File: src/rtl/gb_pkg.sv
// Shared Game Boy peripheral constants: register addresses, interrupt bit indices,
// handler vector base and the interrupt controller FSM state type.
package gb_pkg;

  localparam logic [15:0] ADDR_IF = 16'hFF0F;
  localparam logic [15:0] ADDR_IE = 16'hFFFF;

  localparam int unsigned INT_VBLANK = 0;
  localparam int unsigned INT_LCD    = 1;
  localparam int unsigned INT_TIMER  = 2;
  localparam int unsigned INT_SERIAL = 3;
  localparam int unsigned INT_JOYPAD = 4;

  localparam logic [15:0] VEC_BASE = 16'h0040;

  typedef enum logic [1:0] {
    IDLE,
    REQ,
    DISPATCH
  } state_t;

endpackage

File: src/rtl/int_prio_enc.sv
// Lowest-bit-first priority encoder over the five interrupt sources.
// Produces the winning index and a one-hot mask used to clear that IF bit.
module int_prio_enc
  import gb_pkg::*;
(
  input  logic [4:0] req,
  output logic       valid,
  output logic [2:0] index,
  output logic [4:0] mask
);

  always_comb begin
    valid = |req;
    index = 3'd0;
    mask  = 5'd0;
    // Scan downward so the lowest set bit is the last one written.
    for (int i = INT_JOYPAD; i >= 0; i--) begin
      if (req[i]) begin
        index   = 3'(i);
        mask    = 5'd0;
        mask[i] = 1'b1;
      end
    end
  end

endmodule

File: src/rtl/interrupt_ctrl.sv
// Game Boy interrupt controller: IF/IE registers, IME with delayed EI, fixed-priority
// arbitration and the irq/ack dispatch handshake with the CPU.
module interrupt_ctrl #(
  parameter logic [15:0] ADDR_IF = gb_pkg::ADDR_IF,
  parameter logic [15:0] ADDR_IE = gb_pkg::ADDR_IE
) (
  input  logic        clockgb,
  input  logic        reset,
  input  logic [15:0] address,
  input  logic [7:0]  indata,
  output logic [7:0]  outdata,
  input  logic        load,
  input  logic        store,
  input  logic        intv,
  input  logic        intl,
  input  logic        intt,
  input  logic        ints,
  input  logic        intj,
  input  logic        ei,
  input  logic        di,
  input  logic        reti,
  input  logic        instr_done,
  output logic        irq,
  input  logic        ack,
  output logic [15:0] vector,
  output logic        wake,
  output logic        ime
);
  import gb_pkg::*;

  logic [4:0]  if_q, if_d, if_wr, pulses, pending, pending_ack, clr_mask;
  logic [7:0]  ie_q, ie_d;
  logic        ime_q, ime_d, ei_pend_q, ei_pend_d;
  logic        irq_q, sel_if, sel_ie, dispatch, ack_valid;
  logic [2:0]  ack_idx;
  logic [15:0] vector_q, vector_d;
  state_t      state_q, state_d;

  assign sel_if   = (address == ADDR_IF);
  assign sel_ie   = (address == ADDR_IE);
  assign pulses   = {intj, ints, intt, intl, intv};
  assign pending  = if_q & ie_q[4:0];
  assign dispatch = (state_q == REQ) && ack;

  // Arbitration at ack sees a same-cycle IF store, so a software clear cancels the dispatch.
  assign if_wr       = (store && sel_if) ? indata[4:0] : if_q;
  assign pending_ack = if_wr & ie_q[4:0];

  int_prio_enc u_prio (
    .req   (pending_ack),
    .valid (ack_valid),
    .index (ack_idx),
    .mask  (clr_mask)
  );

  always_comb begin
    if_d = if_wr;
    if (dispatch) if_d = if_d & ~clr_mask;
    if_d = if_d | pulses;
    ie_d = (store && sel_ie) ? indata : ie_q;
  end

  always_comb begin
    ime_d     = ime_q;
    ei_pend_d = ei_pend_q;
    if (di) begin
      ime_d     = 1'b0;
      ei_pend_d = 1'b0;
    end else begin
      if (reti) ime_d = 1'b1;
      if (ei) begin
        ei_pend_d = 1'b1;
      end else if (ei_pend_q && instr_done) begin
        ime_d     = 1'b1;
        ei_pend_d = 1'b0;
      end
    end
    if (dispatch) ime_d = 1'b0;
  end

  always_comb begin
    state_d  = state_q;
    vector_d = vector_q;
    unique case (state_q)
      IDLE: begin
        if (ime_q && (pending != 5'd0)) state_d = REQ;
      end
      REQ: begin
        if (ack) begin
          state_d  = DISPATCH;
          vector_d = ack_valid ? (VEC_BASE + {10'd0, ack_idx, 3'd0}) : 16'h0000;
        end else if (!ime_q || (pending == 5'd0)) begin
          state_d = IDLE;
        end
      end
      DISPATCH: begin
        if (!ack) state_d = IDLE;
      end
      default: state_d = IDLE;
    endcase
  end

  always_ff @(posedge clockgb or posedge reset) begin
    if (reset) begin
      if_q      <= 5'd0;
      ie_q      <= 8'd0;
      ime_q     <= 1'b0;
      ei_pend_q <= 1'b0;
      state_q   <= IDLE;
      irq_q     <= 1'b0;
      vector_q  <= 16'h0000;
    end else begin
      if_q      <= if_d;
      ie_q      <= ie_d;
      ime_q     <= ime_d;
      ei_pend_q <= ei_pend_d;
      state_q   <= state_d;
      irq_q     <= (state_d == REQ);
      vector_q  <= vector_d;
    end
  end

  always_comb begin
    outdata = 8'h00;
    if (load) begin
      if (sel_if)      outdata = {3'b111, if_q};
      else if (sel_ie) outdata = ie_q;
    end
  end

  assign irq    = irq_q;
  assign vector = vector_q;
  assign wake   = |pending;
  assign ime    = ime_q;

endmodule

File: config.mk
export PLATFORM = sky130hd
export DESIGN_NAME = interrupt_ctrl
export DESIGN_NICKNAME = d
export VERILOG_FILES = /design/src/rtl/gb_pkg.sv /design/src/rtl/int_prio_enc.sv /design/src/rtl/interrupt_ctrl.sv
export SDC_FILE = /design/constraint.sdc
export NUM_CORES = 1
export LEC_CHECK = 0
export BUFFER_PORTS_ARGS = -buffer_cell sky130_fd_sc_hd__buf_2
export CAP_MARGIN = 20
export CELL_PAD_IN_SITES_DETAIL_PLACEMENT = 1
export CELL_PAD_IN_SITES_GLOBAL_PLACEMENT = 1
export CORE_UTILIZATION = 30
export CTS_BUF_LIST = sky130_fd_sc_hd__clkbuf_8
export DETAILED_ROUTE_END_ITERATION = 12
export HOLD_SLACK_MARGIN = 0.03
export PLACE_DENSITY = 0.78
export SLEW_MARGIN = 30
export SYNTH_ARGS = -nofsm -noshare
export SYNTH_HDL_FRONTEND = slang
export SYNTH_SLANG_ARGS = --single-unit
File: constraint.sdc
create_clock -name clockgb -period 3.4 [get_ports clockgb]
set_input_delay 0.68 -clock clockgb [delete_from_list [all_inputs] [get_ports clockgb]]
set_output_delay 0.68 -clock clockgb [all_outputs]
set_load 0.02 [all_outputs]
## Word level (Yosys, flattened, before mapping)

Index checks and enable logic that the tools add are counted.

- Output and inout port bits: 27
- Bits in registers: 34
- Input port bits: 38

- Add/sub/neg operators: 1
- Reductions and logical operators: 14
- Multiplexer cells: 29
- Equality and inequality tests: 5
- Bitwise logic cells: 5

Operators by type and width:

| kind | number |
|---|---|
| 2-to-1 mux 5 bit | 7 |
| equality test 16 bit, second input constant | 2 |
| 2-to-1 mux 8 bit | 4 |
| bitwise AND 5 bit | 3 |
| 2-to-1 mux 3 bit | 5 |
| OR reduction 5 bit | 2 |
| adder 7 x 6 -> 8 bit, first input constant | 1 |
| 2-to-1 mux 1 bit | 8 |
| 2-to-1 mux 2 bit | 4 |
| one-hot mux 2 bit (3 select lines) | 1 |
| logical AND 1 bit | 5 |
| zero test 5 bit | 1 |
| NOT 5 bit | 1 |
| bitwise OR 5 bit | 1 |
| nonzero test 5 bit | 1 |
| equality test 2 x 1 -> 1 bit, second input constant | 2 |
| nonzero test 3 bit | 1 |
| equality test 2 bit, second input constant | 1 |
| zero test 2 bit | 1 |
| AND reduction 2 bit | 1 |
| zero test 1 bit | 1 |
| logical OR 1 bit | 1 |

## Longest topological paths before layout

Gate-level depths: netlist of run 1.

- Depth in word-level cells: 13
- Gate-level depth with buffers: 6
- Depth with buffers taken out: 6

## Cells and area by module

A second synthesis of run 1 with hierarchy kept.

- Cell total of the unflattened synthesis: 151
- Area, all modules: 1398.8 um^2

By module, submodules not included:

| module | area an instance (um^2) | instances | sequential area each (um^2) | cells an instance |
|---|---|---|---|---|
| interrupt_ctrl | 1325.0 | 1 | 550.5 | 138 |
| int_prio_enc | 73.8 | 1 | 0.0 | 13 |

## Worst setup path after synthesis of run 1

Ideal clock, no wire load.

- Kind: input-to-output
- From: input port address[4]
- To: output port outdata[0]
- Stages: 4
- Path slack: 624 ps
- Buffers on the path: 0
- Arrival time: 2096 ps
- Cell sequence: or4_4 > nor4_4 > a22oi_1 > nor2b_1

- Longest elaborated chain between the ends: 4

RTL lines:

| element | RTL line | source |
|---|---|---|
| start, declared | interrupt_ctrl.sv:9 | `input logic [15:0] address,` |
| equality test 16 bit | interrupt_ctrl.sv:40 | `assign sel_ie = (address == ADDR_IE);` |
| 2-to-1 mux 8 bit | interrupt_ctrl.sv:127 | `else if (sel_ie) outdata = ie_q;` |
| 2-to-1 mux 8 bit (*) | interrupt_ctrl.sv:126 | `if (sel_if) outdata = {3'b111, if_q};` |
| 2-to-1 mux 8 bit (*) | interrupt_ctrl.sv:125 | `if (load) begin` |
| end, declared | interrupt_ctrl.sv:11 | `output logic [7:0] outdata,` |

Mark *: on every way between the ends. The rest lies on a longest branch, timed or not.

## Final worst setup path of run 1

- From: input port address[4]
- To: output port outdata[1]

The elaborated chain is that of the path after synthesis.

==> out/qor.txt, run 1 <==
clk buf depth -> 2
via count -> 1127
Crit-path slowest cell -> or4_4
Hold Fails Final Rpt -> 0
# rows -> 23
Clock Latency Late Sink -> 0.26 ns
post-CTS setup buffer count -> 0
Switching Power -> 0.000113 W
number of buffers created by CTS -> 3
# diodes -> 0
Syn. warnings -> 0
top post-synthesis cells by count -> 22 x dfrtp_1, 12 x buf_4, 10 x mux2_2
delay-heaviest family, CP -> simple AND/OR/NAND/NOR gates
Period Utilization, post-route -> 84.2%
share of cells above drive strength 1 -> 42.8%
Max-Cap Viols -> 0
syn_area_per_cell -> 10.5 um^2
I/O Buffers -> 52
Tot GR Track Use -> 15.1%
Die Area -> 4590 um^2
average vias per placed instance -> 4.90
drt wl/cell -> 13.9 um
dominant cells by area after synthesis -> dfrtp_1 42%, mux2_2 8.7%, buf_4 6.9%
main combinational cell family by area after synthesis -> simple AND/OR/NAND/NOR gates
Mapped Area -> 1300 um^2
GRT Residual Overflow -> 0
Synth Area in Simple Gates -> 22.7%
critical path class -> input pin to primary output
Clk pwr share -> 33.4%
Post-route DRC -> 0
critical-path cell list -> buf_2 > or4_4 > nor4_4 > buf_4 > a22oi_1 > nor2b_1 > buf_2
Fmax achieved -> 0.349 GHz
R2R setup slack -> 1.62 ns
first-pass GRT wire length -> 5200 um
drt pass-1 iters -> 4
fin crit period -> 2.86 ns
hold_buf cts -> 0
Worst setup SP type -> input pin
CP most frequent cell -> buf_2
clk slew on worst S/H paths -> 0.07 ns
Top FF cell, synth -> dfrtp_1
Fillers -> 493
R2R depth -> 6
combinational share of power -> 10.9%
core footprint -> 4090 um^2
number of flops mapped to enable cells by yosys -> 0
layout net count -> 220
Mapped Cells -> 124
total negative slack -> 0 ns
setup violators final -> 0
Power Internal -> 0.000362 W
post-route cell area -> 1630 um^2
DRT iter0 DRCs -> 43
H-Tree Depth -> 1
DP Area -> 1590 um^2
Critical Path RT -> 2.72 ns
Sw Ratio -> 23.7%
Clock Root Buffer -> clkbuf_8
PostCTS Resize Cnt -> 0
Compound-Gate Fraction of Synth Area -> 13.2%
Critical Path AT -> 2.18 ns
antenna violations before repair -> 0
Synth Area in Adders -> 0%
sequential area share after synthesis -> 42.4%
cell taking the most area after synthesis -> dfrtp_1
Synth cell types -> 38
Die Y -> 67.8 um
peak supply drop -> 0.000166 V
Yosys reg bits -> 22
crit-path max cell delay -> 0.55 ns
status -> completed
skew final -> 0.00352 ns
final WL -> 3200 um
total power -> 0.000474 W
CP endpoint kind -> primary output
initial core utilization -> 31.8%
reg2reg end -> if_q[2]
XOR/XNOR Fraction of Synth Area -> 0.675%
CTS tree -> done
vias in the first global route -> 1122
FFs w/ async S/R, synth -> 100%
Power Density -> 291 nW/um^2
num ports -> 65
reg2reg start -> state_q[1]
largest net degree at the start of global routing -> 23
Buf/Inv on CP -> 3
Worst Path Max Fanout -> 6
sequential share of power -> 55.7%
hpwl dp -> 2580 um
Yosys top cell area share -> 42.4%
ANT nets after route -> 0
leakage power -> 0.830 nW
RSZ-0062 raised after global routing -> no
hold crit path type -> input pin to async pin
final max-slew violation count -> 0
Die X -> 67.8 um
area grow syn2layout -> 25.5%
fraction of synthesized area in multiplexers -> 12.9%
CTS sink count -> 22
GPL Wtd Cong -> 0.764
most frequent cell after synthesis -> dfrtp_1
[cell type report]
class | count | area (um^2) | share of cell area [%]
tap | 50 | 62.6 | 3.84
multi-input combinational | 98 | 687 | 42.2
clock buffer | 3 | 41.3 | 2.54
inverter | 3 | 11.3 | 0.692
timing repair buffer | 54 | 275 | 16.9
sequential | 22 | 551 | 33.8
[cell usage in the layout (no fill, tap or decap), types with 2 or more instances in the layout]
cell,n
buf_2,52
dfrtp_1,22
conb_1,12
mux2_2,10
nand2_1,9
nor2b_1,8
a22oi_1,7
a21oi_1,7
nand4_1,5
mux2i_1,4
nand2b_1,4
o21ai_0,3
clkbuf_8,3
nor2_1,2
inv_1,2
or2_2,2
and4b_1,2
or2_1,2
buf_4,2
[layer usage]
layer	vias to the layer above	GRT usage (%)	wire length [um]
met2	43	25.5	1500
met5	-	0	0
met1	540	19.7	1430
li1	542	-	-
met4	0	2.39	6
met3	2	3.38	265
[per-stage QoR]
stage | hold slack (ns) | worst slack (ns) | std cells | utilization [%]
2_1_floorplan | 0.480 | 0.624 | 135 | -
3_3_place_gp | 0.472 | 0.539 | 227 | 38.8
3_5_place_dp | 0.477 | 0.523 | 227 | 38.8
4_1_cts | 0.498 | 0.518 | 230 | 39.8
5_1_grt | 0.480 | 0.428 | 230 | 39.8
6_report | 0.433 | 0.536 | 230 | 39.8
[power by group through the flow]
| stage | combinational [W] | clock [W] | sequential (W) |
|---|---|---|---|
| after floorplan | 0.0000328 | 0 | 0.000271 |
| after global placement | 0.0000516 | 0 | 0.000270 |
| after detailed placement | 0.0000523 | 0 | 0.000270 |
| after CTS | 0.0000525 | 0.000165 | 0.000265 |
| after global routing | 0.0000588 | 0.000177 | 0.000265 |
| final | 0.0000516 | 0.000158 | 0.000265 |
[state kept, by name, indices dropped and copies added (netlist names)]
register,count
ime,1
if_q,5
vector,4
ie_q,8
irq,1
state_q,2
ei_pend_q,1
[kinds of logic (layout without fill, tap and decap cells)]
group                  count (synthesis)  in the layout
other                                  1             12
flip-flops                            22             22
AND/OR/NAND/NOR                       45             45
buffers and inverters                 15             60
multiplexers                          15             15
AO/OA/AOI/OAI                         25             25
XOR/XNOR                               1              1
[worst max-delay path by stage]
stage,from,endpoint,cells past startpoint
global route,address[4],outdata[1],7
finish,address[4],outdata[1],7
detailed placement,address[4],outdata[1],7
floorplan,address[4],outdata[0],4
CTS,address[4],outdata[1],7
global placement,address[4],outdata[0],7
No activity file was read; power rests on OpenSTA's default activity.
==> run 2, diff against run 1 <==
==> constraint.sdc (replaced) <==
create_clock -name clockgb -period 2.65 [get_ports clockgb]
set_input_delay 0.53 -clock clockgb [delete_from_list [all_inputs] [get_ports clockgb]]
set_output_delay 0.53 -clock clockgb [all_outputs]
set_load 0.02 [all_outputs]
==> run 2 against run 1 <==
Against the previous run: critical path depth is the same; register-to-register slack lost 0.76 ns; clock skew decreased by 0.0016 ns; sequential share of layout area decreased by 1.4 points; non-clock buffer count up 4; power rose by 37%; clock-buffer cell count rose by 1; routed wire length rose by 3.2%; global-route usage is 0.66 points higher; setup slack lost 0.50 ns; largest cell class unchanged.
==> out/qor.txt, run 2 (synthesized netlist as in run 1, its figures left out) <==
GRT Residual Overflow -> 0
CTS tree -> done
status -> completed
Tot GR Track Use -> 15.7%
peak supply drop -> 0.000165 V
skew final -> 0.00194 ns
max FFs per register -> 8
Die X -> 67.8 um
# rows -> 23
total negative slack -> 0 ns
largest net degree at the start of global routing -> 23
final WL -> 3310 um
setup violators final -> 0
final hold slack -> 0.306 ns
Hold Fails Final Rpt -> 0
number of buffers created by CTS -> 3
CTS sink count -> 22
H-Tree Depth -> 1
clk buf depth -> 2
leakage power -> 0.860 nW
initial core utilization -> 31.8%
first-pass GRT wire length -> 5320 um
share of cells above drive strength 1 -> 44.3%
Slew Limit Headroom -> 46.6%
num ports -> 65
Power Density -> 383 nW/um^2
Clock Root Buffer -> clkbuf_8
placed insts -> 229
DRT iter0 DRCs -> 34
hold crit path type -> input pin to async pin
Worst setup SP type -> input pin
clk slew on worst S/H paths -> 0.08 ns
fin crit period -> 2.61 ns
CP endpoint kind -> primary output
Die Area -> 4590 um^2
drt wl/cell -> 14.1 um
worst-margin pin slew -> 0.796 ns
Fmax achieved -> 0.383 GHz
core footprint -> 4090 um^2
multi-input logic area -> 692 um^2
commonest non-fill, non-tap cell in the layout -> buf_2
most frequent cells in the layout -> 47 x buf_2, 22 x dfrtp_1, 12 x conb_1
sequential standard cell area -> 551 um^2
Critical Path RT -> 2.12 ns
most flop-heavy register -> ie_q
drt pass-1 iters -> 4
I/O Buffers -> 52
layout net count -> 224
Critical Path AT -> 2.08 ns
post-route insts no fill -> 235
via count -> 1163
Max-Cap Viols -> 0
average vias per placed instance -> 4.95
Period Utilization, post-route -> 98.5%
ANT nets after route -> 0
Fillers -> 501
# diodes -> 0
vias in the first global route -> 1176
final max-slew violation count -> 0
RSZ-0062 raised after global routing -> yes
hpwl dp -> 2610 um
Worst Path Max Fanout -> 6
Die Y -> 67.8 um
Post-route DRC -> 0
GPL Wtd Cong -> 0.750
antenna violations before repair -> 0
fin util -> 41.5%
area grow syn2layout -> 30.8%
critical path class -> input pin to primary output
Clock Latency Late Sink -> 0.26 ns
-- run 2: changes by cell type in the layout (fill, tap and decap cells not counted), sizes merged --
cell,previous run,this run
buf,54,58
clkbuf,3,4
clkinv,0,1
inv,3,2
-- run 2: per-stage QoR --
step	area, um^2	setup slack (ns)	total power [W]
final	1700	0.0401	0.000649
after global routing	1700	-0.0179	0.000681
after CTS	1660	0.0300	0.000658
after detailed placement	1600	0.0335	0.000414
after global placement	1600	0.0775	0.000412
after floorplan	1340	0.145	0.000389
-- run 2: worst paths after layout --
kind                       startpoint    endpoint  slack [ns]  depth (start not counted)
max                        address[7]  outdata[1]        0.04                          7
min                             reset   ei_pend_q        0.31                          2
max reg2reg                state_q[1]     if_q[2]        0.86                          6
min reg2reg                 vector[3]   vector[3]        0.50                          2
max in group asynchronous       reset     ie_q[4]        1.97                          2
min in group clockgb               di   ei_pend_q        0.42                          2
-- run 2: per-layer routing --
metal / wire length (um) / up-vias / GRT usage, % / part of all wire (%)
met2: 1570 / 48 / 26.7 / 47
met1: 1430 / 560 / 19.7 / 43
met3: 272 / 3 / 3.89 / 8.2
met4: 32 / 0 / 3.99 / 0.97
li1: - / 552 / - / -
met5: 0 / - / 0 / 0
-- run 2: where the power goes --
part / internal [W] / switching [W]
sequential: 0.000338 / 0.00000174
clock: 0.000133 / 0.000107
combinational: 0.0000282 / 0.0000414
total: 0.000498 / 0.000151
-- run 2: critical path, stage by stage --
cell	delay (ns)
buf_6	0.09
or4_4	0.55
nor4_4	0.33
buf_4	0.21
a22oi_1	0.09
nor2b_1	0.13
buf_4	0.15
-- run 2: cell type report --
type | instances | share of cell area, %
multi-input combinational | 98 | 40.8
sequential | 22 | 32.4
timing repair buffer | 58 | 19.2
tap | 50 | 3.69
clock buffer | 4 | 3.24
inverter | 3 | 0.664
-- run 2: what timing repair did --
| action | 4_1_cts | 5_1_grt |
|---|---|---|
| hold buffers | 0 | 0 |
| resized for setup | 0 | 6 |
| endpoints found under the setup margin | 0 | 4 |
| buffers inserted | 0 | 2 |
==> run 3, diff against run 2 <==
--- a/config.mk
+++ b/config.mk
@@ -14,6 +14,7 @@
 export DETAILED_ROUTE_END_ITERATION = 12
 export HOLD_SLACK_MARGIN = 0.03
 export PLACE_DENSITY = 0.78
+export RECOVER_POWER = 25
 export SLEW_MARGIN = 30
 export SYNTH_ARGS = -nofsm -noshare
 export SYNTH_HDL_FRONTEND = slang
==> run 3 against run 2 <==
Against the previous run: first-iteration DRC count did not move; critical path type unchanged; sequential share of layout area barely moved; largest cell class unchanged; setup slack did not move; via count did not move; critical path depth did not move.
==> out/qor.txt, run 3 (synthesized netlist as in run 1, its figures left out) <==
Max-Cap Viols -> 0
hpwl dp -> 2610 um
most flop-heavy register -> ie_q
DP Area -> 1600 um^2
CP endpoint kind -> primary output
Period Utilization, post-route -> 98.5%
antenna violations before repair -> 0
CTS sink count -> 22
drt pass-1 iters -> 4
DRT iter0 DRCs -> 34
max FFs per register -> 8
I/O Buffers -> 52
# diodes -> 0
via count -> 1163
# rows -> 23
Die Y -> 67.8 um
Clock Root Buffer -> clkbuf_8
Worst Path Max Fanout -> 6
layout net count -> 224
commonest non-fill, non-tap cell in the layout -> buf_2
drt wl/cell -> 14.1 um
GRT Residual Overflow -> 0
worst-margin pin slew -> 0.796 ns
fin util -> 41.5%
H-Tree Depth -> 1
final max-slew violation count -> 0
Clock Latency Late Sink -> 0.26 ns
num ports -> 65
initial core utilization -> 31.8%
RSZ-0062 raised after global routing -> yes
hold_buf cts -> 0
share of cells above drive strength 1 -> 43.8%
ANT nets after route -> 0
Critical Path RT -> 2.12 ns
clk buf depth -> 2
average vias per placed instance -> 4.95
Post-route DRC -> 0
clk slew on worst S/H paths -> 0.08 ns
fin crit period -> 2.61 ns
most frequent cells in the layout -> 46 x buf_2, 22 x dfrtp_1, 12 x conb_1
first-pass GRT wire length -> 5320 um
Hold Fails Final Rpt -> 0
Slew Limit Headroom -> 46.6%
core footprint -> 4090 um^2
peak supply drop -> 0.000165 V
Worst setup SP type -> input pin
Power Density -> 383 nW/um^2
critical path class -> input pin to primary output
number of buffers created by CTS -> 3
leakage power -> 0.857 nW
CTS tree -> done
Die X -> 67.8 um
hold crit path type -> input pin to async pin
largest net degree at the start of global routing -> 23
Fmax achieved -> 0.383 GHz
Die Area -> 4590 um^2
Tot GR Track Use -> 15.7%
skew final -> 0.00194 ns
setup violators final -> 0
post-route cell area -> 1700 um^2
vias in the first global route -> 1176
GPL Wtd Cong -> 0.750
final WL -> 3310 um
area grow syn2layout -> 30.7%
Critical Path AT -> 2.08 ns
status -> completed
-- run 3: what timing repair did --
| action | CTS | global route |
|---|---|---|
| endpoints found under the setup margin | 0 | 4 |
| buffers inserted | 0 | 2 |
| gates resized for setup | 0 | 6 |
-- run 3: final cells by class --
cell class | count | area (um^2)
Fill cell | 502 | 2390
Tap cell | 50 | 62.6
Clock buffer | 4 | 55.1
Inverter | 3 | 11.3
Sequential cell | 22 | 551
Multi-Input combinational cell | 98 | 692
Timing Repair Buffer | 58 | 324
-- run 3: report_power, final --
| group | internal, W | switching (W) | leakage (nW) |
|---|---|---|---|
| sequential | 0.000338 | 0.00000174 | 0.279 |
| clock | 0.000133 | 0.000107 | 0.0288 |
| combinational | 0.0000280 | 0.0000414 | 0.550 |
| total | 0.000498 | 0.000151 | 0.857 |
-- run 3: path summary, 6_finish.rpt --
| kind | startpoint | to | slack, ns | cells past startpoint |
|---|---|---|---|---|
| max | address[7] | outdata[1] | 0.04 | 7 |
| min | reset | ei_pend_q | 0.31 | 2 |
| max reg2reg | state_q[1] | if_q[2] | 0.86 | 6 |
| min reg2reg | vector[3] | vector[3] | 0.50 | 2 |
| max in group asynchronous | reset | ie_q[4] | 1.97 | 2 |
| min in group clockgb | di | ei_pend_q | 0.42 | 2 |
-- run 3: through the flow --
step | std cells | hold slack [ns] | TNS, ns | setup WS (ns) | power (W)
finish | 235 | 0.306 | 0 | 0.0401 | 0.000649
global route | 235 | 0.366 | -0.0438 | -0.0179 | 0.000681
CTS | 233 | 0.414 | 0 | 0.0300 | 0.000658
detailed placement | 229 | 0.481 | 0 | 0.0335 | 0.000414
global placement | 229 | 0.469 | 0 | 0.0775 | 0.000412
floorplan | 135 | 0.480 | 0 | 0.145 | 0.000389
-- run 3: critical path, cell delays in order --
cell	delay [ns]
buf_6	0.09
or4_4	0.55
nor4_4	0.33
buf_4	0.21
a22oi_1	0.09
nor2b_1	0.13
buf_4	0.15
-- run 3: routing by layer --
metal | vias to the layer above | track usage [%] | part of all wire (%)
met5 | - | 0 | 0
met4 | 0 | 3.99 | 0.97
met3 | 3 | 3.89 | 8.3
met2 | 48 | 26.7 | 47
met1 | 560 | 19.7 | 43
li1 | 552 | - | -
